`src/rtl/imem_program_loader.sv`:
```
// Debug-side loader: decodes UART command bytes, streams program bytes into
// instruction memory and gates the fetch-stage halt line for run/step.
module imem_program_loader #(
  parameter int          ADDR_WIDTH = 8,
  parameter logic [31:0] HALT_WORD  = 32'hFFFF_FFFF,
  parameter logic [7:0]  CMD_LOAD   = 8'h4C,
  parameter logic [7:0]  CMD_RUN    = 8'h43,
  parameter logic [7:0]  CMD_STEP   = 8'h53
) (
  input  logic        i_clk,
  input  logic        i_reset,
  input  logic [7:0]  i_rx_data,
  input  logic        i_rx_valid,
  input  logic        i_cpu_halted,
  output logic        o_write_instruction_mem,
  output logic [31:0] o_instruction_mem_addr,
  output logic [31:0] o_instruction_mem_data,
  output logic        o_halt,
  output logic        o_pipeline_reset,
  output logic        o_load_done,
  output logic        o_load_error,
  output logic [1:0]  o_state
);

  typedef enum logic [1:0] {
    IDLE = 2'd0,
    LOAD = 2'd1,
    RUN  = 2'd2,
    STEP = 2'd3
  } state_t;

  // One extra bit lets the counter reach 2^ADDR_WIDTH without wrapping.
  localparam logic [ADDR_WIDTH:0] MEM_BYTES = {1'b1, {ADDR_WIDTH{1'b0}}};

  state_t              state;
  logic [ADDR_WIDTH:0] count;
  logic [31:0]         word;

  assign o_state = state;

  always_ff @(posedge i_clk) begin
    if (i_reset) begin
      state                   <= IDLE;
      count                   <= '0;
      word                    <= '0;
      o_write_instruction_mem <= 1'b0;
      o_instruction_mem_addr  <= '0;
      o_instruction_mem_data  <= '0;
      o_halt                  <= 1'b1;
      o_pipeline_reset        <= 1'b0;
      o_load_done             <= 1'b0;
      o_load_error            <= 1'b0;
    end else begin
      // NOTE: pulse outputs default low here so every branch below only
      // has to raise them; non-blocking keeps the later assignment winning.
      o_write_instruction_mem <= 1'b0;
      o_pipeline_reset        <= 1'b0;

      unique case (state)
        IDLE: begin
          o_halt <= 1'b1;
          if (i_rx_valid) begin
            if (i_rx_data == CMD_LOAD) begin
              state        <= LOAD;
              count        <= '0;
              word         <= '0;
              o_load_done  <= 1'b0;
              o_load_error <= 1'b0;
            end else if (i_rx_data == CMD_RUN && o_load_done && !i_cpu_halted) begin
              state  <= RUN;
              o_halt <= 1'b0;
            end else if (i_rx_data == CMD_STEP && o_load_done && !i_cpu_halted) begin
              state  <= STEP;
              o_halt <= 1'b0;
            end
          end
        end

        LOAD: begin
          o_halt <= 1'b1;
          // A completed HALT word wins over a full memory.
          if (count[1:0] == 2'b00 && word == HALT_WORD) begin
            o_load_done      <= 1'b1;
            o_pipeline_reset <= 1'b1;
            state            <= IDLE;
          end else if (count == MEM_BYTES) begin
            o_load_error <= 1'b1;
            state        <= IDLE;
          end else if (i_rx_valid) begin
            o_write_instruction_mem <= 1'b1;
            o_instruction_mem_addr  <= 32'(count[ADDR_WIDTH-1:0]);
            o_instruction_mem_data  <= {24'b0, i_rx_data};
            count                   <= count + 1'b1;
            word                    <= {word[23:0], i_rx_data};
          end
        end

        RUN: begin
          if (i_cpu_halted) begin
            o_halt <= 1'b1;
            state  <= IDLE;
          end else begin
            o_halt <= 1'b0;
          end
        end

        STEP: begin
          o_halt <= 1'b1;
          state  <= IDLE;
        end

        default: state <= IDLE;
      endcase
    end
  end

endmodule

```
`config.mk`:
```
export PLATFORM = sky130hd
export DESIGN_NAME = imem_program_loader
export DESIGN_NICKNAME = d
export VERILOG_FILES = /design/src/rtl/imem_program_loader.sv
export SDC_FILE = /design/constraint.sdc
export NUM_CORES = 1
export LEC_CHECK = 0
export BUFFER_PORTS_ARGS = -buffer_cell sky130_fd_sc_hd__buf_2
export CAP_MARGIN = 20
export CORE_MARGIN = 10
export CORE_UTILIZATION = 25
export CTS_BUF_LIST = sky130_fd_sc_hd__clkbuf_8 sky130_fd_sc_hd__clkbuf_16
export CTS_CLUSTER_SIZE = 28
export DETAILED_ROUTE_END_ITERATION = 8
export GPL_TIMING_DRIVEN = 0
export PLACE_DENSITY_LB_ADDON = 0.15
export SYNTH_ARGS = -nofsm -noshare
export SYNTH_HDL_FRONTEND = slang
export SYNTH_SLANG_ARGS = --single-unit
```
`constraint.sdc`:
```
create_clock -name i_clk -period 2.7 [get_ports i_clk]
set_clock_uncertainty 0.1 [all_clocks]
set_input_delay 0 -clock i_clk [delete_from_list [all_inputs] [get_ports i_clk]]
set_output_delay 0 -clock i_clk [all_outputs]
set_load 0.005 [all_outputs]
```
# Word-level counts from Yosys, hierarchy flattened
# Cells that the tools add are included.
op_classes:
  addsub: 1
  eq_ne: 18
  muxes: 35
  bitwise: 3
  reduce_logical: 17
op_table:
  columns: ["op", "n"]
  rows:
  - ["$mux W32", 5]
  - ["$pmux W32 S2", 1]
  - ["$mux W9", 5]
  - ["$eq A32 B32 Y1 const B", 1]
  - ["$eq A8 B7 Y1 const B", 3]
  - ["$pmux W9 S2", 1]
  - ["$ne A2 B2 Y1 const B", 8]
  - ["$mux W2", 7]
  - ["$mux W1", 12]
  - ["$reduce_and A4 Y1", 3]
  - ["$add A9 B1 Y9 const B", 1]
  - ["$eq A9 B9 Y1 const B", 1]
  - ["$pmux W2 S4", 1]
  - ["$reduce_and A6 Y1", 1]
  - ["$logic_and A1 B1 Y1", 5]
  - ["$reduce_and A5 Y1", 1]
  - ["$eq A2 B2 Y1 const B", 2]
  - ["$logic_not A2 Y1", 2]
  - ["$ne A4 B4 Y1 const B", 1]
  - ["$pmux W1 S2", 2]
  - ["$reduce_or A2 Y1", 2]
  - ["$reduce_or A4 Y1", 1]
  - ["$ne A3 B3 Y1 const B", 1]
  - ["$not A1 Y1", 3]
  - ["other kinds (4)", 4]
totals:
  ff_bits: 64
  out_inout_bits: 71
  word_cells: 84

# Longest topological paths before layout
logic_depth:
  word_depth: 8
  mapped_depth: 9
  depth_no_buf: 8

# Worst setup path before layout
# No wires, ideal clock.
synth_path:
  kind: "register -> register"
  start: "reg count[0]"
  end: "reg word[16]"
  setup_ns: 0.117
  arrival_time_ns: 1.817
  path_slack_ns: 0.666
  path_stages_with_launch: 10
  period_less_slack_ns: 2.034
  cell_sequence: "dfxtp_1 inv_1 ha_1 nand4_1 nor4_4 nand4_4 nand3_4 inv_2 buf_2 a22o_1"
synth_between:
  elab_chain_cells: 4
  word_cells_on_any_way: 6
synth_lines:
  columns: ["element", "line_no", "source"]
  rows:
  - ["start, declared", "36", "logic [ADDR_WIDTH:0] count;"]
  - ["start signal, assigned", "93", "count <= count + 1'b1;"]
  - ["parallel branches: the longest is 3 deep, another holds $eq A9 B9 Y1", null, null]
  - ["$reduce_and A6 Y1 (no source line) (*)", null, null]
  - ["end signal, assigned", "94", "word <= {word[23:0], i_rx_data};"]
  - ["end, declared", "37", "logic [31:0] word;"]
# Every way passes the cells marked *.
# A chain may end at the register's enable or synchronous reset.

# Worst setup path after layout
layout_path:
  start: "reg count[0]"
  end: "reg word[10]"
# The elaborated chain is that of the path after synthesis.

==> impl_summary.txt <==
----------------------------------------------------
[Job]
  # Max-Cap Violations ... 0

[Run status]
  Result of the run ... finished clean

[CTS]
  Clock edge transition at the registers on the reported setup and hold paths ... 50 ps
  Maximum level of the CTS H-tree ... 3
  Number of clock sinks ... 64
  Bufs on Longest Clock Path ... 2
  Clock latency on the worst-skew pair ... 330 ps
  Clock Tree Root ... sky130_fd_sc_hd__clkbuf_16
  CTS tree ... done
  TritonCTS Buffers ... 9
  Post-CTS setup buffer count ... 0

[Cells and area]
  Final nets ... 412
  Leading cell type in the layout, fill and taps excluded ... sky130_fd_sc_hd__dfxtp_1
  Commonest cells after routing, fill and taps aside ... sky130_fd_sc_hd__dfxtp_1 (64), sky130_fd_sc_hd__buf_4 (49), sky130_fd_sc_hd__conb_1 (48)
  Area added between synthesis and finish ... 33.0%
  Fill cell count ... 1,201
  Share of post-route cells with drive strength above 1 ... 29.0%
  Diode insertion count for antenna repair ... 0

[Power]
  Sw Share ... 20.7%
  Share of total power in the clock network ... 54.6%
  Peak supply drop ... 0.333 mV
  Internal cell power ... 1.88 mW
  Leakage power total ... 1.66 nW
  Sum of internal, switching and leakage power ... 2.37 mW
  Combinational share of power ... 5.5%
  Net switching power of the design ... 492 µW
  Share of total power in sequential cells ... 39.8%
  Power Density ... 614 nW/µm²

[GRT]
  Global-route total usage across every layer ... 9.68%
  Wire length of the first global-routing pass ... 12,800 µm
  Number of global-route vias before repair ... 2,356
  Total congestion overflow after global routing ... 0
  Number of antenna violations at the first check in global routing ... 0
  Maximum number of pins on one net before global-route repair ... 13

[STA]
  Post-route setup TNS ... 0 ps
  Ratio of final minimum period to clock period ... 89.1%
  Setup Viol. Count Final ... 0
  Final hold violation count ... 0
  RSZ-0062 raised after global routing ... false
  Maximum achievable frequency ... 0.416 GHz
  Final worst path period need ... 2400 ps
  Final Max Slew Viols ... 0

[Synth]
  Mean instance size in the synthesized netlist ... 9.79 µm²
  Warnings, synthesis ... 0
  Basic-gate share of the synthesized area counting and, or, nand and nor cells ... 15.6%
  Part of the Yosys area used for sequential elements ... 44.1%
  Cell area after technology mapping ... 2910 µm²
  Largest family of logic cells by synthesized area ... compound AO/OA/AOI/OAI gates
  Distinct cell type count after synthesis ... 44
  Area share of xor/xnor cells in the synthesized design ... 0%
  Synthesized netlist cell count ... 297
  Portion of netlist area occupied by mux cells ... 0.387%
  Synthesis-stage register bit count ... 64
  Share of synthesized cell area in full adder, half adder and majority cells ... 0.861%
  Compound-gate portion of the synthesized area ... 22.9%

[Placement]
  Detail Placement HPWL ... 5970 µm
  Count of buffers inserted at the top-level ports ... 33
  Global placement routability congestion ... 0.744

[Floorplanning]
  Count of standard-cell rows ... 39
  Full die area ... 16,300 µm²
  Die Span X ... 128 µm
  IO Pins ... 83
  Die H ... 128 µm
  CORE AREA ... 11,400 µm²
  Initial core utilization ... 25.5%

[Route]
  Iteration count of the initial detailed-routing pass ... 4
  DRC viols ... 0
  Final routed wirelength across all metal layers ... 7870 µm
  Average vias per placed instance ... 4.40
  ANT nets after route ... 0
  Routed wire per std cell ... 14.4 µm
  DRC violation total after the first TritonRoute iteration ... 106
  Vias ... 2,400

[Setup path]
  Worst Setup Path Type ... register to register
  Kind of end point of the critical path ... register
  Setup crit start kind ... register
  CP Data Required Time ... 2820 ps
  Arrival time of data at the critical path endpoint ... 2520 ps
  Largest fanout on the critical path ... 10

[Worst hold path]
  Class of the tightest hold or removal check ... input port to register

----------------------------------------------------
-- power by group through the flow --
| stage | logic (mW) | registers [mW] | clock network, mW |
|---|---|---|---|
| 4_1_cts | 0.127 | 0.945 | 1.32 |
| 3_5_place_dp | 0.116 | 0.966 | 0 |
| 6_report | 0.131 | 0.945 | 1.30 |
| 3_3_place_gp | 0.116 | 0.966 | 0 |
| 2_1_floorplan | 0.0909 | 0.966 | 0 |
| 5_1_grt | 0.145 | 0.944 | 1.37 |
-- final timing paths --
check / startpoint / endpoint / slack [ps] / cells after the start
setup / recovery: count[0] / word[10] / 300 / 9
hold / removal: i_rx_valid / count[5] / 100 / 4
setup reg to reg: count[0] / word[10] / 300 / 9
hold reg to reg: o_instruction_mem_addr[2] / o_instruction_mem_addr[2] / 370 / 2
-- logic make-up after synthesis --
group	Yosys count
buffers and inverters	68
other	1
AO/OA/AOI/OAI	91
AND/OR/NAND/NOR	70
adder cells (fa/ha/maj)	2
multiplexers	1
flip-flops	64
-- critical path: stages (launching register included) --
cell and delay (ps):
sky130_fd_sc_hd__dfxtp_1 380, sky130_fd_sc_hd__inv_1 80, sky130_fd_sc_hd__ha_1 170, sky130_fd_sc_hd__nand4_1 180
sky130_fd_sc_hd__nor4_4 410, sky130_fd_sc_hd__nand4_4 250, sky130_fd_sc_hd__nand3_4 180, sky130_fd_sc_hd__inv_2 100
sky130_fd_sc_hd__buf_2 190, sky130_fd_sc_hd__a22o_1 250
-- registers in the layout (all words and copies together), names as in the netlist --
| register | flops |
|---|---|
| count | 9 |
| o_load_done | 1 |
| word | 32 |
| o_instruction_mem_addr | 8 |
| o_load_error | 1 |
| o_pipeline_reset | 1 |
| o_halt | 1 |
| o_instruction_mem_data | 8 |
| o_write_instruction_mem | 1 |
| o_state | 2 |
-- per-layer routing --
metal / global-route usage [%] / up-vias / share of wire [%]
met2: 14.0 / 65 / 43
met3: 2.56 / 16 / 5.8
met1: 13.0 / 1104 / 48
met4: 4.77 / 0 / 2.4
li1: - / 1215 / -
met5: 0 / - / 0
-- final cells by class --
cell class / instances / area, µm² / share of cell area [%]
Sequential cell: 64 / 1280 / 33.1
Multi-Input combinational cell: 212 / 1340 / 34.5
Inverter: 5 / 18.8 / 0.485
Buffer: 63 / 448 / 11.6
Timing Repair Buffer: 43 / 265 / 6.86
Tap cell: 143 / 179 / 4.63
Clock inverter: 5 / 86.3 / 2.23
Clock buffer: 11 / 253 / 6.54
-- cell usage after synthesis --
cell type,n,area share [%]
sky130_fd_sc_hd__dfxtp_1,64,44
sky130_fd_sc_hd__buf_4,49,13
sky130_fd_sc_hd__a22o_1,33,9.9
sky130_fd_sc_hd__nand3_1,20,3.4
sky130_fd_sc_hd__a21oi_1,19,3.3
sky130_fd_sc_hd__o21ai_0,18,3.1
sky130_fd_sc_hd__nand4_1,11,2.4
sky130_fd_sc_hd__nand2_1,9,1.2
sky130_fd_sc_hd__nor2_1,9,1.2
sky130_fd_sc_hd__clkbuf_1,7,0.90
sky130_fd_sc_hd__o31ai_1,6,1.5
sky130_fd_sc_hd__o311ai_0,5,1.5
sky130_fd_sc_hd__inv_1,4,0.52
sky130_fd_sc_hd__buf_2,3,0.52
sky130_fd_sc_hd__buf_6,3,1.2
sky130_fd_sc_hd__nand2b_1,3,0.65
sky130_fd_sc_hd__a211oi_1,2,0.52
sky130_fd_sc_hd__ha_1,2,0.86
sky130_fd_sc_hd__nand4b_1,2,0.60
sky130_fd_sc_hd__nor2b_1,2,0.43
sky130_fd_sc_hd__nor3_1,2,0.34
sky130_fd_sc_hd__nor4_4,2,1.5
sky130_fd_sc_hd__a21boi_0,1,0.26
sky130_fd_sc_hd__a21boi_4,1,0.65
sky130_fd_sc_hd__a21oi_2,1,0.30
sky130_fd_sc_hd__a21oi_4,1,0.56
sky130_fd_sc_hd__a311oi_1,1,0.30
sky130_fd_sc_hd__a32o_1,1,0.34
sky130_fd_sc_hd__a41oi_1,1,0.30
sky130_fd_sc_hd__and3_1,1,0.22
sky130_fd_sc_hd__and4_1,1,0.30
sky130_fd_sc_hd__and4bb_2,1,0.43
sky130_fd_sc_hd__clkbuf_2,1,0.17
sky130_fd_sc_hd__conb_1,1,0.13
sky130_fd_sc_hd__inv_2,1,0.13
sky130_fd_sc_hd__mux2_2,1,0.39
sky130_fd_sc_hd__nand3_4,1,0.60
sky130_fd_sc_hd__nand4_4,1,0.73
sky130_fd_sc_hd__nand4bb_1,1,0.39
sky130_fd_sc_hd__nor3b_1,1,0.26
sky130_fd_sc_hd__nor4_2,1,0.43
sky130_fd_sc_hd__o41ai_1,1,0.30
sky130_fd_sc_hd__or3_1,1,0.22
sky130_fd_sc_hd__or3b_4,1,0.39
-- per-stage QoR --
stage | instance area (µm²) | hold slack, ps | setup slack (ps) | utilization [%] | std cells
3_5_place_dp | 3430 | 175 | 289 | 30.0 | 520
2_1_floorplan | 3080 | 2.18 | 666 | - | 344
3_3_place_gp | 3430 | 178 | 302 | 30.0 | 520
5_1_grt | 3870 | 155 | 151 | 33.9 | 546
6_report | 3870 | 97.1 | 295 | 33.9 | 546
4_1_cts | 3870 | 102 | 273 | 33.9 | 546
-- timing repair --
action	CTS	global route
gates resized for setup	0	0
hold buffers	10	0
endpoints found under the hold margin	20	0
No activity file was read; power rests on OpenSTA's default activity.
